[config.mk]
export PLATFORM = sky130hd
export DESIGN_NAME = glyph_column_sequencer
export DESIGN_NICKNAME = d
export VERILOG_FILES = /design/src/rtl/glyph_column_sequencer.sv
export SDC_FILE = /design/constraint.sdc
export NUM_CORES = 1
export LEC_CHECK = 0
export BUFFER_PORTS_ARGS = -buffer_cell sky130_fd_sc_hd__clkbuf_2
export CAP_MARGIN = 20
export CELL_PAD_IN_SITES_DETAIL_PLACEMENT = 0
export CELL_PAD_IN_SITES_GLOBAL_PLACEMENT = 1
export CORE_UTILIZATION = 47
export CTS_BUF_LIST = sky130_fd_sc_hd__clkbuf_8
export CTS_CLUSTER_SIZE = 24
export DETAILED_ROUTE_END_ITERATION = 12
export PLACE_DENSITY = 0.87
export SKIP_CTS_REPAIR_TIMING = 1
export SLEW_MARGIN = 20
export SYNTH_ARGS = -nofsm -noshare
export SYNTH_HDL_FRONTEND = slang
export SYNTH_SLANG_ARGS = --single-unit
export TNS_END_PERCENT = 50
[constraint.sdc]
create_clock -name clk -period 8.2 [get_ports clk]
set_clock_uncertainty 0.05 [all_clocks]
set_input_delay 0 -clock clk [delete_from_list [all_inputs] [get_ports clk]]
set_output_delay 0 -clock clk [all_outputs]
set_load 0.03 [all_outputs]
[src/rtl/glyph_column_sequencer.sv]
// Character FIFO plus column sequencer for the 5x7 LED-matrix glyph ROM.
// Optional blank spacer column after each glyph: define GLYPH_SPACER_EN.
module glyph_column_sequencer #(
  parameter int FIFO_DEPTH = 4,
  parameter int CHAR_W     = 7,
  parameter int GLYPH_W    = 35
) (
  input  logic                              clk,
  input  logic                              rst,
  input  logic [CHAR_W-1:0]                 char_in,
  input  logic                              char_valid,
  output logic                              char_ready,
  input  logic                              flush,
  output logic [CHAR_W-1:0]                 rom_addr,
  input  logic [GLYPH_W-1:0]                rom_data,
  output logic [6:0]                        col_out,
  output logic                              col_valid,
  input  logic                              col_ready,
  output logic                              col_last,
  output logic                              busy,
  output logic [$clog2(FIFO_DEPTH+1)-1:0]   fifo_count
);

  localparam int PTR_W = $clog2(FIFO_DEPTH);
  localparam int CNT_W = $clog2(FIFO_DEPTH + 1);
  localparam logic [CNT_W-1:0] FULL_COUNT = CNT_W'(FIFO_DEPTH);

  typedef enum logic [1:0] {
    ST_IDLE  = 2'd0,
    ST_EMIT  = 2'd1,
    ST_SPACE = 2'd2
  } state_t;

  state_t              state;
  logic [CHAR_W-1:0]   fifo_mem [FIFO_DEPTH];
  logic [PTR_W-1:0]    rd_ptr;
  logic [PTR_W-1:0]    wr_ptr;
  logic [CNT_W-1:0]    count;
  logic [GLYPH_W-1:0]  glyph_reg;
  logic [2:0]          col_idx;

  logic fifo_empty;
  logic fifo_full;
  logic push;
  logic pop;
  logic col_hs;
  logic final_hs;

  // Column c of a glyph; column 0 (leftmost) sits in the top 7 bits.
  function automatic logic [6:0] glyph_col(input logic [GLYPH_W-1:0] g, input logic [2:0] idx);
    logic [6:0] col;
    case (idx)
      3'd0:    col = g[34:28];
      3'd1:    col = g[27:21];
      3'd2:    col = g[20:14];
      3'd3:    col = g[13:7];
      3'd4:    col = g[6:0];
      default: col = 7'h00;
    endcase
    return col;
  endfunction

  assign fifo_empty = (count == {CNT_W{1'b0}});
  assign fifo_full  = (count == FULL_COUNT);
  assign char_ready = !fifo_full;
  assign fifo_count = count;
  assign rom_addr   = fifo_empty ? {CHAR_W{1'b0}} : fifo_mem[rd_ptr];
  assign busy       = (state != ST_IDLE) || !fifo_empty;

  assign push   = char_valid && !fifo_full;
  assign col_hs = col_valid && col_ready;

`ifdef GLYPH_SPACER_EN
  assign final_hs = (state == ST_SPACE) && col_hs;
`else
  assign final_hs = (state == ST_EMIT) && col_hs && (col_idx == 3'd4);
`endif

  // A glyph is loaded from the head either from IDLE or straight after the final column.
  assign pop = !fifo_empty && ((state == ST_IDLE) || final_hs);

  // Character storage; contents need no reset because count gates every read.
  always_ff @(posedge clk) begin
    if (push && !flush && !rst) begin
      fifo_mem[wr_ptr] <= char_in;
    end
  end

  // FIFO pointers and occupancy.
  always_ff @(posedge clk) begin
    if (rst || flush) begin
      rd_ptr <= {PTR_W{1'b0}};
      wr_ptr <= {PTR_W{1'b0}};
      count  <= {CNT_W{1'b0}};
    end else begin
      if (push) begin
        wr_ptr <= wr_ptr + PTR_W'(1);
      end
      if (pop) begin
        rd_ptr <= rd_ptr + PTR_W'(1);
      end
      case ({push, pop})
        2'b10:   count <= count + CNT_W'(1);
        2'b01:   count <= count - CNT_W'(1);
        default: count <= count;
      endcase
    end
  end

  // Column sequencer with registered column outputs.
  always_ff @(posedge clk) begin
    if (rst || flush) begin
      state     <= ST_IDLE;
      glyph_reg <= {GLYPH_W{1'b0}};
      col_idx   <= 3'd0;
      col_out   <= 7'h00;
      col_valid <= 1'b0;
      col_last  <= 1'b0;
    end else if (pop) begin
      state     <= ST_EMIT;
      glyph_reg <= rom_data;
      col_idx   <= 3'd0;
      col_out   <= glyph_col(rom_data, 3'd0);
      col_valid <= 1'b1;
      col_last  <= 1'b0;
    end else if (final_hs) begin
      state     <= ST_IDLE;
      col_idx   <= 3'd0;
      col_out   <= 7'h00;
      col_valid <= 1'b0;
      col_last  <= 1'b0;
    end else begin
      case (state)
        ST_EMIT: begin
          if (col_hs && (col_idx != 3'd4)) begin
            col_idx <= col_idx + 3'd1;
            col_out <= glyph_col(glyph_reg, col_idx + 3'd1);
`ifdef GLYPH_SPACER_EN
            col_last <= 1'b0;
`else
            col_last <= (col_idx == 3'd3);
`endif
          end
`ifdef GLYPH_SPACER_EN
          else if (col_hs) begin
            state    <= ST_SPACE;
            col_out  <= 7'h00;
            col_last <= 1'b1;
          end
`endif
          else begin
            col_idx <= col_idx;
          end
        end
        ST_SPACE: begin
          col_out <= 7'h00;
        end
        ST_IDLE: begin
          col_valid <= 1'b0;
        end
        default: begin
          state     <= ST_IDLE;
          col_valid <= 1'b0;
        end
      endcase
    end
  end

endmodule

==> results.yml, run 1 <==
global_routing:
  antenna_found_initial: 0
  grt_pass1_wl_mm: 11.6
  grt_overflow_total: 0
  grt_pass1_vias: 2463
  grt_max_degree: 45
  grt_util_all_layers_pct: 20.0
floorplanning:
  die-area_sq_um: 7870
  die_x_um: 88.7
  initial_utilization_pct: 48.7
  core_sq_um: 7250
  ioPinCount: 68
  fp.dieH_um: 88.7
  core.rowCount: 31
timing:
  slew_headroom_pct: 30.9
  worst_pin_slew_ps: 1040
  post-route-min-period_ps: 3600
  fin_crit_sh_pct: 43.9
  hold_viol_final: 0
  max_freq_mhz: 278
  rsz0062_at_grt: "no"
  finalMaxSlewViolations: 0
  setup_viol: 0
  setup_tns_ps: 0
  fin_hold_ws_ps: 47.2
placed_design:
  routabilityCongestion: 0.716
  place_hpwl_mm: 5.02
  io_buffers: 67
route:
  routed_wirelength_mm: 7.78
  drc: 0
  ant_nets: 0
  routed_via_density: 5.12
  first_iter_violations: 133
  wl_per_cell_um: 14.1
  drtPass1Iterations: 5
  num_vias: 2820
finish:
  final_common_cell: "nand2_1"
  fin_util_pct: 62.6
  fin_nets: 506
  final_cell_mix: "nand2_1 (84), clkbuf_2 (67), dfxtp_1 (57), a21oi_1 (42), dlygate4sd3_1 (42)"
  area_growth_pct: 28.6
  n_antenna_cell: 0
  drive_gt1_share_pct: 22.6
  largest_register_ff_count: 35
  nFillCells: 613
setup_path:
  regToRegSetupSlack_ps: 4600
  end_kind: "flop"
  critical_path_class: "reg -> reg"
  worstPathCellList: "inv_1, ha_1, nand4_1, a21o_1, buf_4, inv_2, ha_1, inv_1, fa_1, xor2_1, or3_2, a21oi_1"
  start_kind: "flop"
  path_delay_family: "adder cells"
  worst_ep_required_time_ps: 8440
  crit_slowest_cell: "inv_2"
  crit_fanout: 39
  reg2reg_to: "fifo_count[2]$_SDFFE_PP0P_"
  max_stage_delay_ps: 480
  cp.arrival_ps: 3840
  worst-path-buf-inv: 4
  ff2ff_path_depth: 12
  r2r-start: "col_idx[0]$_SDFFE_PP0P_"
flow_run:
  max_cap_violations: 0
logic_synthesis:
  synth_xor_xnor_area_share_pct: 0.992
  synthCells: 348
  yosys.area_share.adder_pct: 4.46
  synthSimpleGateAreaFrac_pct: 14.2
  synth_cell_types: 36
  avgSynthCellArea_sq_um: 10.1
  synth.cell_area_sq_um: 3530
  synth_warnings: 0
  synth_fp_nets: 407
  synth_top_family_by_area: "simple AND/OR/NAND/NOR gates"
  synth_compound_area_share_pct: 13.2
  synth_mux_area_share_pct: 7.01
  yosysSeqAreaShare_pct: 56.1
  ys_seq_elements: 85
clocking:
  h-tree-depth: 3
  clock-root-buffer: "clkbuf_8"
  cts_tree: "yes"
  cts.sinks: 85
  cts_buffers: 9
  clock_latency_ps: 360
  clk_path_buf_depth: 2
  clkTransAtPathRegs_ps: 90
power_and_ir_drop:
  power_density_nw_per_um2: 203
  p_leak_nw: 1.78
  peakVddDrop_mv: 0.0993
min_path:
  min_from: "col_ready"
  whs_path_depth: 4
  min_path_type: "in -> reg"
  holdPathEnd: "state[0]$_SDFFE_PP0P_"
run_status:
  status: "completed"
==> kinds of logic after synthesis <==
family	after synthesis
buffers and inverters	36
AND/OR/NAND/NOR	116
XOR/XNOR	4
adder cells (fa/ha/maj)	12
flip-flops	85
AO/OA/AOI/OAI	79
multiplexers	16
==> synth_stat cells (all sizes together) <==
cell / instances / area, sq um
o21a: 1 / 7.51
fa: 1 / 20.0
clkbuf: 18 / 67.6
a21oi: 42 / 210
nand3: 1 / 5.00
and3: 5 / 31.3
mux2i: 9 / 90.1
xnor2: 2 / 17.5
nor2: 10 / 37.5
or2: 1 / 6.26
a21o: 1 / 7.51
o22ai: 7 / 43.8
inv: 14 / 52.6
or3: 3 / 20.0
nor3: 1 / 5.00
xor2: 2 / 17.5
dfxtp: 57 / 1140
o21ai: 10 / 50.1
a31oi: 7 / 43.8
mux4: 7 / 158
o221ai: 1 / 8.76
ha: 11 / 138
or3b: 1 / 8.76
edfxtp: 28 / 841
o31ai: 1 / 7.51
buf: 4 / 22.5
nand2: 84 / 315
and2: 9 / 65.1
a211oi: 1 / 7.51
a222oi: 8 / 80.1
nand4: 1 / 6.26
==> area by class of cell <==
cell class | instances | area, sq um | area share, %
repair buffers | 110 | 763 | 16.8
clock buffers | 9 | 124 | 2.73
inverters | 14 | 52.6 | 1.16
well taps | 99 | 124 | 2.73
flip-flops and latches | 85 | 1980 | 43.6
multi-input cells | 227 | 1410 | 31.0
clock inverters | 7 | 88.8 | 1.96
==> worst max path at each step <==
stage | endpoint | start | slack, ps | depth (start not counted)
5_1_grt | fifo_count[2]$_SDFFE_PP0P_ | col_idx[0]$_SDFFE_PP0P_ | 4370 | 12
4_1_cts | fifo_count[2]$_SDFFE_PP0P_ | col_idx[0]$_SDFFE_PP0P_ | 4570 | 12
6_report | fifo_count[2]$_SDFFE_PP0P_ | col_idx[0]$_SDFFE_PP0P_ | 4600 | 12
3_3_place_gp | fifo_count[2]$_SDFFE_PP0P_ | col_idx[0]$_SDFFE_PP0P_ | 4760 | 12
3_5_place_dp | fifo_count[2]$_SDFFE_PP0P_ | col_idx[0]$_SDFFE_PP0P_ | 4600 | 12
2_1_floorplan | fifo_count[2]$_SDFFE_PP0P_ | fifo_count[2]$_SDFFE_PP0P_ | 5330 | 10
==> worst min-delay path, cell delays in order <==
cell and delay [ps]:
clkbuf_2 100, nand4_1 110, a21oi_1 70, nor2_1 130
==> report_power, final <==
| group | switching, W | internal, W |
|---|---|---|
| logic | 0.0000911 | 0.0000560 |
| registers | 0.0000102 | 0.000449 |
| clock network | 0.000168 | 0.000149 |
| total | 0.000269 | 0.000654 |
==> per-stage QoR <==
stage / setup slack, ps / cells / instance area [sq um] / power, W
floorplan: 5330 / 348 / 3530 / 0.000562
global placement: 4760 / 493 / 3910 / 0.000598
detailed placement: 4600 / 493 / 3910 / 0.000601
CTS: 4570 / 509 / 4120 / 0.000913
global route: 4370 / 551 / 4540 / 0.000964
finish: 4600 / 551 / 4540 / 0.000923
==> metal layers <==
layer	global-route usage [%]	share of wire [%]
met1	25.0	44
met2	33.6	52
met3	3.92	3.3
met4	9.09	1.2
met5	0	0
No activity file was read; power rests on OpenSTA's default activity.
==> inputs of run 2 (changes only) <==
--- a/config.mk
+++ b/config.mk
@@ -5,15 +5,16 @@
 export SDC_FILE = /design/constraint.sdc
 export NUM_CORES = 1
 export LEC_CHECK = 0
+export ABC_AREA = 1
 export BUFFER_PORTS_ARGS = -buffer_cell sky130_fd_sc_hd__clkbuf_2
 export CAP_MARGIN = 20
 export CELL_PAD_IN_SITES_DETAIL_PLACEMENT = 0
 export CELL_PAD_IN_SITES_GLOBAL_PLACEMENT = 1
-export CORE_UTILIZATION = 47
+export CORE_UTILIZATION = 38
 export CTS_BUF_LIST = sky130_fd_sc_hd__clkbuf_8
 export CTS_CLUSTER_SIZE = 24
 export DETAILED_ROUTE_END_ITERATION = 12
-export PLACE_DENSITY = 0.87
+export PLACE_DENSITY = 0.77
 export SKIP_CTS_REPAIR_TIMING = 1
 export SLEW_MARGIN = 20
 export SYNTH_ARGS = -nofsm -noshare
==> constraint.sdc (replaced) <==
create_clock -name clk -period 3.3 [get_ports clk]
set_clock_uncertainty 0.05 [all_clocks]
set_input_delay 0 -clock clk [delete_from_list [all_inputs] [get_ports clk]]
set_output_delay 0 -clock clk [all_outputs]
set_load 0.03 [all_outputs]
==> results.yml, run 2 <==
global_routing:
  grt_max_degree: 43
  antenna_found_initial: 0
  grt_util_all_layers_pct: 18.3
  grt_overflow_total: 0
  grt_pass1_wl_mm: 14.0
  grt_pass1_vias: 2828
power_and_ir_drop:
  intPower_w: 0.00163
  p_sw_share_pct: 29.6
  p_leak_nw: 1.93
  power_density_nw_per_um2: 486
  clkPwrFrac_pct: 34.1
  p_seq_share_pct: 49.6
  p_comb_share_pct: 16.3
  netSwitchingPower_w: 0.000683
  peakVddDrop_mv: 0.212
route:
  wl_per_cell_um: 13.1
  first_iter_violations: 124
  routed_via_density: 4.72
  ant_nets: 0
  routed_wirelength_mm: 9.01
  drtPass1Iterations: 4
  num_vias: 3236
  drc: 0
placed_design:
  placed_area_sq_um: 4110
  post-place-ws_ps: 822
  place_hpwl_mm: 6.26
  routabilityCongestion: 0.800
  io_buffers: 67
timing:
  hold_viol_final: 0
  fin_crit_sh_pct: 77.0
  setup_viol: 0
  setup_tns_ps: 0
  finalMaxSlewViolations: 0
  post-route-min-period_ps: 2540
  slew_headroom_pct: 52.3
  rsz0062_at_grt: "no"
  worst_pin_slew_ps: 713
  max_freq_mhz: 394
  fin_ws_ps: 760
clocking:
  cts_tree: "yes"
  clock-root-buffer: "clkbuf_8"
  clkTransAtPathRegs_ps: 100
  clk_path_buf_depth: 2
  cts_buffers: 9
  clock_latency_ps: 360
  h-tree-depth: 3
  cts.sinks: 85
floorplanning:
  die-area_sq_um: 10200
  core.rowCount: 35
  fp.dieH_um: 101
  core_sq_um: 9330
  ioPinCount: 68
  initial_utilization_pct: 39.7
  die_x_um: 101
setup_path:
  cp.arrival_ps: 2740
  end_kind: "flop"
  ff2ff_path_depth: 13
  crit_fanout: 10
  reg2reg_to: "fifo_count[2]$_SDFFE_PP0P_"
  start_kind: "flop"
  critical_path_class: "reg -> reg"
  regToRegSetupSlack_ps: 760
  r2r-start: "col_idx[0]$_SDFFE_PP0P_"
  worst_ep_required_time_ps: 3500
  crit_start: "col_idx[0]$_SDFFE_PP0P_"
min_path:
  min_from: "col_ready"
  holdPathEnd: "glyph_reg[28]$_SDFFE_PP0P_"
  whs_path_depth: 5
  min_path_type: "in -> reg"
logic_synthesis:
  ys_seq_elements: 85
  ys.flop_type: "dfxtp_1"
  synthTopCellsByArea: "dfxtp_1 (31%), edfxtp_1 (23%), nor2_1 (13%), nand2_1 (5.5%), nand3_1 (5.1%)"
  synth_edf_count: 28
  synth_warnings: 0
  synth_top_area_cell: "dfxtp_1"
  synth.cell_area_sq_um: 3710
  avgSynthCellArea_sq_um: 8.31
  synth_commonest_cells: "nor2_1 (125), dfxtp_1 (57), nand2_1 (54)"
  synthCells: 446
  synth.most_common_cell: "nor2_1"
  yosysSeqAreaShare_pct: 53.5
  synth_fp_nets: 505
  async_reset_ff_share_pct: 0
  synth_cell_types: 25
  synth_top_area_share_pct: 30.8
finish:
  drive_gt1_share_pct: 17.2
  fin_nets: 611
  final_area_sq_um: 4760
  area_growth_pct: 28.4
  largest_register_ff_count: 35
  final_common_cell: "nor2_1"
  n_antenna_cell: 0
  final_cell_mix: "nor2_1 (124), clkbuf_2 (67), dfxtp_1 (57), nand2_1 (54), dlygate4sd3_1 (43)"
run_status:
  status: "completed"
flow_run:
  max_cap_violations: 0
## run 2: cell types whose count changed in the layout (fill, tap and decap cells not counted), sizes merged, moves of 7 or more
| cell | change |
|---|---|
| and2 | -9 |
| nand2 | -28 |
| mux2i | -9 |
| o21ai | +46 |
| a21oi | -16 |
| inv | +9 |
| a31oi | -7 |
| mux4 | -7 |
| nand3 | +38 |
| nor2 | +115 |
| a222oi | -8 |
| o22ai | -7 |
## run 2: metal layers
metal	track usage (%)	share of wire [%]
met1	22.9	45
met4	7.02	1.4
met3	3.26	2.9
met5	0	0
met2	31.6	50
## run 2: area by class of cell
class | count | area [sq um]
repair buffers | 113 | 788
multi-input cells | 316 | 1510
clock buffers | 9 | 124
fillers | 929 | 4570
clock inverters | 7 | 92.6
well taps | 129 | 161
inverters | 27 | 101
flip-flops and latches | 85 | 1980
## run 2: per-stage QoR
step | total power, W | utilization (%) | std cells | hold WS, ps
2_1_floorplan | 0.00142 | - | 446 | 48.9
3_3_place_gp | 0.00151 | 44.1 | 627 | 165
3_5_place_dp | 0.00151 | 44.1 | 627 | 171
4_1_cts | 0.00229 | 46.4 | 643 | -212
5_1_grt | 0.00243 | 51.0 | 686 | 168
6_report | 0.00231 | 51.0 | 686 | 153
## run 2: worst max path at each step
stage	end
after CTS	fifo_count[2]$_SDFFE_PP0P_
after detailed placement	fifo_count[2]$_SDFFE_PP0P_
after floorplan	fifo_count[2]$_SDFFE_PP0P_
after global placement	fifo_count[2]$_SDFFE_PP0P_
after global routing	fifo_count[2]$_SDFFE_PP0P_
final	fifo_count[2]$_SDFFE_PP0P_
## run 2: cell families (layout without fill, tap and decap cells)
| group | Yosys count | after routing | synth area share (%) |
|---|---|---|---|
| adder cells (fa/ha/maj) | 12 | 12 | 4.25 |
| buffers and inverters | 45 | 156 | 5.87 |
| AO/OA/AOI/OAI | 83 | 83 | 12.0 |
| XOR/XNOR | 1 | 1 | 0.236 |
| flip-flops | 85 | 85 | 53.5 |
| AND/OR/NAND/NOR | 220 | 220 | 24.2 |
## run 2: power by group through the flow
| stage | Combinational (W) | Sequential (W) | Clock (W) |
|---|---|---|---|
| floorplan | 0.000240 | 0.00118 | 0 |
| global placement | 0.000334 | 0.00117 | 0 |
| detailed placement | 0.000339 | 0.00117 | 0 |
| CTS | 0.000341 | 0.00115 | 0.000804 |
| global route | 0.000424 | 0.00115 | 0.000853 |
| finish | 0.000377 | 0.00115 | 0.000787 |
## run 2: worst max-delay path, stage by stage, from the launching register on
cell and delay (ps):
dfxtp_1 360, inv_1 120, ha_1 300, nand2_2 120
o21ai_4 290, nand2_4 70, inv_2 60, ha_1 120
inv_1 60, fa_1 380, a21oi_1 150, o21ai_0 120
o21ai_0 170, a21oi_1 50
==> inputs of run 3 (changes only) <==
--- a/config.mk
+++ b/config.mk
@@ -10,11 +10,11 @@
 export CAP_MARGIN = 20
 export CELL_PAD_IN_SITES_DETAIL_PLACEMENT = 0
 export CELL_PAD_IN_SITES_GLOBAL_PLACEMENT = 1
-export CORE_UTILIZATION = 38
+export CORE_UTILIZATION = 42
 export CTS_BUF_LIST = sky130_fd_sc_hd__clkbuf_8
 export CTS_CLUSTER_SIZE = 24
 export DETAILED_ROUTE_END_ITERATION = 12
-export PLACE_DENSITY = 0.77
+export PLACE_DENSITY = 0.81
 export SKIP_CTS_REPAIR_TIMING = 1
 export SLEW_MARGIN = 20
 export SYNTH_ARGS = -nofsm -noshare
==> constraint.sdc (replaced) <==
create_clock -name clk -period 2.55 [get_ports clk]
set_clock_uncertainty 0.05 [all_clocks]
set_input_delay 0 -clock clk [delete_from_list [all_inputs] [get_ports clk]]
set_output_delay 0 -clock clk [all_outputs]
set_load 0.03 [all_outputs]
==> results.yml, run 3 (synthesized netlist as in run 2, its figures left out) <==
setup_path:
  worstPathCellList: "inv_1, ha_1, nand2_2, o21ai_4, nand2_4, inv_2, ha_1, inv_1, fa_1, a21oi_1, o21ai_0, o21ai_0, a21oi_1"
  crit_fanout: 5
  ff2ff_path_depth: 13
  end_kind: "flop"
  critical_path_class: "reg -> reg"
  regToRegSetupSlack_ps: 250
  start_kind: "flop"
  reg2reg_to: "fifo_count[2]$_SDFFE_PP0P_"
  worst_ep_required_time_ps: 2730
  max_stage_delay_ps: 380
  cp.arrival_ps: 2480
  crit_slowest_cell: "fa_1"
  r2r-start: "col_idx[0]$_SDFFE_PP0P_"
power_and_ir_drop:
  p_sw_share_pct: 27.8
  p_comb_share_pct: 15.9
  peakVddDrop_mv: 0.323
  intPower_w: 0.00220
  finalPower_w: 0.00304
  p_seq_share_pct: 48.7
  netSwitchingPower_w: 0.000848
  p_leak_nw: 1.96
  clkPwrFrac_pct: 35.4
  power_density_nw_per_um2: 639
floorplanning:
  die-area_sq_um: 9210
  fp.dieH_um: 96.0
  die_x_um: 96.0
  ioPinCount: 68
  initial_utilization_pct: 44.2
  core.rowCount: 33
  core_sq_um: 8380
placed_design:
  routabilityCongestion: 0.813
  io_buffers: 67
  place_hpwl_mm: 5.95
  dpl.cell_count: 606
timing:
  hold_viol_final: 0
  finalMaxSlewViolations: 0
  max_freq_mhz: 436
  worst_pin_slew_ps: 703
  post-route-min-period_ps: 2300
  fin_hold_ws_ps: 151
  setup_viol: 0
  fin_crit_sh_pct: 90.0
  setup_tns_ps: 0
  rsz0062_at_grt: "no"
  slew_headroom_pct: 52.9
clocking:
  cts_tree: "yes"
  clock-root-buffer: "clkbuf_8"
  cts.sinks: 85
  clock_latency_ps: 350
  clkTransAtPathRegs_ps: 90
  clk_path_buf_depth: 2
  cts_buffers: 9
  h-tree-depth: 3
finish:
  fin_util_pct: 56.8
  stdcell_count: 665
  regArea_sq_um: 1980
  multi_input_area_sq_um: 1510
  largest_register_ff_count: 35
  final_cell_mix: "nor2_1 (124), clkbuf_2 (67), dfxtp_1 (57), nand2_1 (54), dlygate4sd3_1 (43)"
  nFillCells: 805
  final_common_cell: "nor2_1"
  fin_nets: 614
  n_antenna_cell: 0
  area_growth_pct: 28.5
  drive_gt1_share_pct: 17.7
route:
  ant_nets: 0
  wl_per_cell_um: 13.1
  routed_via_density: 4.86
  drc: 0
  first_iter_violations: 94
  drtPass1Iterations: 4
  num_vias: 3232
  routed_wirelength_mm: 8.71
global_routing:
  grt_util_all_layers_pct: 19.1
  grt_pass1_wl_mm: 13.2
  grt_max_degree: 43
  antenna_found_initial: 0
  grt_overflow_total: 0
  grt_pass1_vias: 2834
flow_run:
  max_cap_violations: 0
min_path:
  min_from: "rst"
  whs_path_depth: 5
  min_path_type: "in -> reg"
  holdPathEnd: "glyph_reg[26]$_SDFFE_PP0P_"
run_status:
  status: "completed"
## run 3: cell count changes in the layout (fill, tap and decap cells not counted)
| cell | previous run | this run |
|---|---|---|
| clkinvlp_4 | 2 | 1 |
| clkinv_4 | 0 | 1 |
| inv_6 | 1 | 2 |
| bufinv_16 | 1 | 2 |
| buf_4 | 3 | 6 |
| inv_8 | 2 | 1 |
| clkinv_8 | 1 | 0 |
## run 3: metal layers
layer	track usage, %	part of all wire [%]	up-vias	routed length [um]
met1	23.8	45	1466	3910
li1	-	-	1679	-
met5	0	0	-	0
met4	7.46	1.7	0	145
met3	3.87	4.1	13	354
met2	32.6	49	74	4310
## run 3: layout make-up
class | count | area share, %
multi-input cells | 316 | 31.7
clock buffers | 9 | 2.60
clock inverters | 7 | 2.21
flip-flops and latches | 85 | 41.6
repair buffers | 116 | 17.0
inverters | 27 | 2.13
well taps | 105 | 2.76
## run 3: through the flow
step                area, sq um  setup WS (ps)
global placement           4110            410
floorplan                  3710            119
finish                     4760            254
detailed placement         4110            298
CTS                        4330            279
global route               4760           63.3
## run 3: worst max path at each step
| stage | end | from | cells after the start | slack, ps |
|---|---|---|---|---|
| after floorplan | fifo_count[2]$_SDFFE_PP0P_ | col_idx[0]$_SDFFE_PP0P_ | 14 | 120 |
| after global placement | fifo_count[2]$_SDFFE_PP0P_ | col_idx[0]$_SDFFE_PP0P_ | 13 | 410 |
| after detailed placement | fifo_count[2]$_SDFFE_PP0P_ | col_idx[0]$_SDFFE_PP0P_ | 13 | 300 |
| after CTS | fifo_count[2]$_SDFFE_PP0P_ | col_idx[0]$_SDFFE_PP0P_ | 13 | 280 |
| after global routing | fifo_count[2]$_SDFFE_PP0P_ | col_idx[0]$_SDFFE_PP0P_ | 13 | 60 |
| final | fifo_count[2]$_SDFFE_PP0P_ | col_idx[0]$_SDFFE_PP0P_ | 13 | 250 |
## run 3: power groups by stage
stage,Combinational (W),Clock [W],Sequential [W]
floorplan,0.000310,0,0.00152
finish,0.000484,0.00108,0.00148
CTS,0.000436,0.00110,0.00148
detailed placement,0.000434,0,0.00151
global route,0.000535,0.00117,0.00149
global placement,0.000428,0,0.00151
## run 3: critical path, delay by kind of cell (launching register included)
family / cells / cell delay (ps)
AOI/OAI and AO/OA: 5 / 650
adders and majority gates: 3 / 730
buffers and inverters: 3 / 240
DFF: 1 / 360
and+or+nand+nor: 2 / 150
